**config.mk**
```make
export PLATFORM = sky130hd
export DESIGN_NAME = in_sampler
export DESIGN_NICKNAME = d
export VERILOG_FILES = /design/src/rtl/in_sampler.sv
export SDC_FILE = /design/constraint.sdc
export NUM_CORES = 1
export LEC_CHECK = 0
export CORE_ASPECT_RATIO = 0.7
export CORE_UTILIZATION = 40
export CTS_BUF_LIST = sky130_fd_sc_hd__clkbuf_8
export CTS_CLUSTER_SIZE = 24
export DETAILED_ROUTE_END_ITERATION = 16
export PLACE_DENSITY_LB_ADDON = 0.1
export SYNTH_ARGS = -nofsm -noshare
export SYNTH_HDL_FRONTEND = slang
export SYNTH_SLANG_ARGS = --single-unit
```
**constraint.sdc**
```tcl
create_clock -name clock -period 6.9 [get_ports clock]
set_clock_uncertainty 0.05 [all_clocks]
set_input_delay 1.38 -clock clock [delete_from_list [all_inputs] [get_ports clock]]
set_output_delay 1.38 -clock clock [all_outputs]
set_load 0.02 [all_outputs]
```
**src/rtl/in_sampler.sv**
```systemverilog
// in_sampler: synchronises and whole-word debounces two raw switch banks, and keeps a
// sticky per-bank change mask that the processor clears with a one-cycle ack.
module in_sampler #(
  parameter int WIDTH    = 16,
  parameter int DEBOUNCE = 4095
) (
  input  logic             clock,
  input  logic             n_reset,
  input  logic [WIDTH-1:0] sw1,
  input  logic [WIDTH-1:0] sw2,
  input  logic             ack,
  output logic [WIDTH-1:0] inpval1,
  output logic [WIDTH-1:0] inpval2,
  output logic             changed,
  output logic [1:0]       change_mask
);
  typedef enum logic {IDLE, SETTLE} state_t;

  localparam logic [15:0] CNT_LOAD = 16'(DEBOUNCE - 1);

  logic [WIDTH-1:0] raw        [2];
  logic [WIDTH-1:0] stable_val [2];
  logic [1:0]       commit_evt;
  logic [1:0]       mask_reg, mask_next;
  logic             changed_reg;

  assign raw[0] = sw1;
  assign raw[1] = sw2;

  generate
    for (genvar gi = 0; gi < 2; gi++) begin : g_bank
      logic [WIDTH-1:0] s1_reg, s2_reg;
      logic [WIDTH-1:0] cand_reg, cand_next;
      logic [WIDTH-1:0] stable_reg, stable_next;
      logic [15:0]      cnt_reg, cnt_next;
      state_t           state_reg, state_next;
      logic             evt;

      always_ff @(posedge clock or negedge n_reset) begin
        if (!n_reset) begin
          s1_reg     <= '0;
          s2_reg     <= '0;
          cand_reg   <= '0;
          stable_reg <= '0;
          cnt_reg    <= 16'd0;
          state_reg  <= IDLE;
        end else begin
          s1_reg     <= raw[gi];
          s2_reg     <= s1_reg;
          cand_reg   <= cand_next;
          stable_reg <= stable_next;
          cnt_reg    <= cnt_next;
          state_reg  <= state_next;
        end
      end

      // Any deviation from the candidate restarts the hold count.
      always_comb begin
        state_next  = state_reg;
        cand_next   = cand_reg;
        cnt_next    = cnt_reg;
        stable_next = stable_reg;
        evt         = 1'b0;
        case (state_reg)
          IDLE: begin
            if (s2_reg != stable_reg) begin
              cand_next  = s2_reg;
              cnt_next   = CNT_LOAD;
              state_next = SETTLE;
            end
          end
          SETTLE: begin
            if (s2_reg != cand_reg) begin
              cand_next = s2_reg;
              cnt_next  = CNT_LOAD;
            end else if (cnt_reg != 16'd0) begin
              cnt_next = cnt_reg - 16'd1;
            end else begin
              state_next = IDLE;
              // A glitch that settled back on the old value commits silently.
              if (cand_reg != stable_reg) begin
                stable_next = cand_reg;
                evt         = 1'b1;
              end
            end
          end
          default: state_next = IDLE;
        endcase
      end

      assign commit_evt[gi] = evt;
      assign stable_val[gi] = stable_reg;
    end
  endgenerate

  // A new event wins over a simultaneous ack.
  always_comb begin
    mask_next = commit_evt | (ack ? 2'b00 : mask_reg);
  end

  always_ff @(posedge clock or negedge n_reset) begin
    if (!n_reset) begin
      mask_reg    <= 2'b00;
      changed_reg <= 1'b0;
    end else begin
      mask_reg    <= mask_next;
      changed_reg <= |mask_next;
    end
  end

  assign inpval1     = stable_val[0];
  assign inpval2     = stable_val[1];
  assign change_mask = mask_reg;
  assign changed     = changed_reg;
endmodule
```
==> flow_metrics.tcl <==
set metrics [dict create \
    grtUsageMet1_pct 28.0 \
    use_met3_pct 3.89 \
    finalMaxSlewViolations 0 \
    hold_buffers 0 \
    fp.dieW_um 161 \
    routed_wl_mm 14.7 \
    cts_max_path_buffers 2 \
    fmax_mhz 284 \
    path_class "register to register" \
    first_iter_violations 228 \
    yosysUniqueCellTypes 46 \
    cts-root-buf "clkbuf_8" \
    cp.arrival_ns 3.80 \
    grtUsageTotal_pct 17.3 \
    grt_start_max_net_pins 94 \
    place_inst 835 \
    io_buffers 69 \
    drive_above_1_share_pct 16.0 \
    fin_crit_sh_pct 51.0 \
    dieArea_mm2 0.0182 \
    dr_total_vias 4407 \
    fin_crit_ns 3.52 \
    crit_path_end_kind "register" \
    vdd_ir_drop_max_mv 0.117 \
    drt_pass1_iterations 5 \
    synth_async_sr_flop_share_pct 100 \
    fin_cells 867 \
    synth_top_area_cell "dfrtp_1" \
    cts_tree "done" \
    setup_viol 0 \
    wl_per_cell_um 16.9 \
    antenna_found_initial 0 \
    cts_buffers 17 \
    synth_seq_area_share_pct 58.6 \
    ant_nets 0 \
    cp.required_ns 7.19 \
    pin_count 70 \
    rsz0062_at_grt "false" \
    syn_area_mm2 0.00705 \
    cts.reportedPaths.clkPinSlew_ns 0.09 \
    design.core.area_mm2 0.0172 \
    tightest_slew_ns 1.08 \
    htreeDepth 4 \
    die_y_um 113 \
    cellPowerDensity_mw_per_mm2 223 \
    p_total_uw 1860 \
    slew_headroom_pct 28.1 \
    area_growth_pct 18.8 \
    fin_nets 660 \
    final.setup.worst_slack_ns 3.38 \
    grt_pass1_vias 4342 \
    drc 0 \
    clock-sinks 165 \
    n_antenna_cell 0 \
    grt_pass1_wl_mm 23.8 \
    start_util_pct 41.0 \
    synth_common_cells "165 x dfrtp_1, 80 x xor2_1, 52 x mux2_2" \
    grt_overflow 0 \
    routed_via_density 5.08 \
    synthesis.nets 584 \
    gp_congestion 0.795 \
    max_cap_viol_count 0 \
    top_usage_layer "met1" \
    ys_ff_latch 165 \
    start_kind "register" \
    preCtsSetupSlack_ns 3.41 \
    synthTopCellsByArea "dfrtp_1 59%, xor2_1 9.9%, mux2_2 8.3%" \
    p_leak_uw 0.00345 \
    hold_path_class "register to register" \
    setup_tns_ns 0 \
    rows 40 \
    synth_cells 547 \
    path_cells "inv_1 -> ha_1 -> or3b_1 -> or4_1 -> nor3_4 -> nand3_1 -> mux2_1" \
    clock_latency_ns 0.46 \
    fin_util_pct 48.7 \
    worstPathMaxFanout 20 \
    max_stage_delay_ns 0.81 \
    run_status "completed" \
    dpl.hpwl_mm 10.2 \
    post_cts_resized 0 \
    cp_slowest_cell "nand3_1" \
    cts_setup_buffers 0 \
    ys.flop_type "dfrtp_1" \
    synth_edf_count 0 \
    yosysMostFrequentCell "dfrtp_1" \
    avgSynthCellArea_um2 12.9 \
    synth.top_cell.area_share_pct 58.6 \
    grt_use_met2_pct 21.8 \
    ys_warn_count 0 \
    finalHoldViolCount 0 \
]
## kinds of logic (layout without fill, tap and decap cells)
| family | after synthesis | after routing | synth area share [%] |
|---|---|---|---|
| mux | 61 | 61 | 9.74 |
| fa+ha+maj | 2 | 2 | 0.355 |
| simple gates | 142 | 142 | 12.5 |
| compound gates | 46 | 46 | 4.14 |
| flops | 165 | 165 | 58.6 |
| xor+xnor | 101 | 101 | 12.5 |
| buf+inv | 30 | 119 | 2.20 |
## cell type report
class | instances | area [µm²]
Clock buffer | 17 | 234
Clock inverter | 15 | 194
Timing Repair Buffer | 71 | 707
Sequential cell | 165 | 4130
Tap cell | 231 | 289
Fill cell | 1569 | 8840
Inverter | 16 | 60.1
Multi-Input combinational cell | 352 | 2770
## final timing paths
check | start | endpoint | slack [ns] | cells after the start
min reg2reg | g_bank[0].s1_reg[12] | g_bank[0].s2_reg[12] | 0.30 | 0
min in group asynchronous | n_reset | g_bank[1].s2_reg[11] | 0.92 | 1
min | g_bank[0].s1_reg[12] | g_bank[0].s2_reg[12] | 0.30 | 0
max | g_bank[1].cnt_reg[0] | inpval2[0] | 3.38 | 7
max in group asynchronous | n_reset | g_bank[1].s2_reg[1] | 4.45 | 2
max reg2reg | g_bank[1].cnt_reg[0] | inpval2[0] | 3.38 | 7
## per-layer routing
layer | part of all wire [%] | up-vias
li1 | - | 2092
met1 | 56 | 2214
met2 | 39 | 89
met3 | 3.8 | 12
met4 | 1.3 | 0
met5 | 0 | -
## per-stage QoR
step / area, µm² / hold slack, ns
floorplan: 7050 / 0.281
global placement: 7950 / 0.282
global route: 8380 / 0.314
detailed placement: 7950 / 0.285
CTS: 8380 / 0.307
finish: 8380 / 0.304
## worst max-delay path: cells and delay by family (launching register included)
kind	cells	cell delay, ns
and+or+nand+nor	4	2.09
muxes	1	0.61
DFF	1	0.42
adders and majority gates	1	0.15
buffers and inverters	1	0.07
## power breakdown
part / switching, µW / internal [µW] / total (µW)
Combinational: 46.9 / 44.2 / 91.1
Sequential: 26.4 / 995 / 1020
Clock: 383 / 369 / 753
Total: 457 / 1410 / 1860
## cell usage in the layout, fill, tap and decap left out, types with 7 or more instances in the layout
cell type | Yosys | final
nand3_1 | 16 | 16
nor2_1 | 9 | 9
o31ai_1 | 7 | 7
xnor2_1 | 21 | 21
mux2_2 | 52 | 52
inv_1 | 14 | 15
o21ai_0 | 15 | 15
nor3_1 | 8 | 8
nand4_1 | 10 | 10
nand2_1 | 22 | 22
nand2b_1 | 7 | 7
a21oi_1 | 8 | 8
or3_1 | 9 | 9
xor2_1 | 80 | 80
dfrtp_1 | 165 | 165
mux2_1 | 9 | 9
or4_1 | 12 | 12
clkdlybuf4s50_1 | 0 | 68
nor4_1 | 24 | 24
clkbuf_8 | 0 | 17
Power figures use the tool's default switching activity.
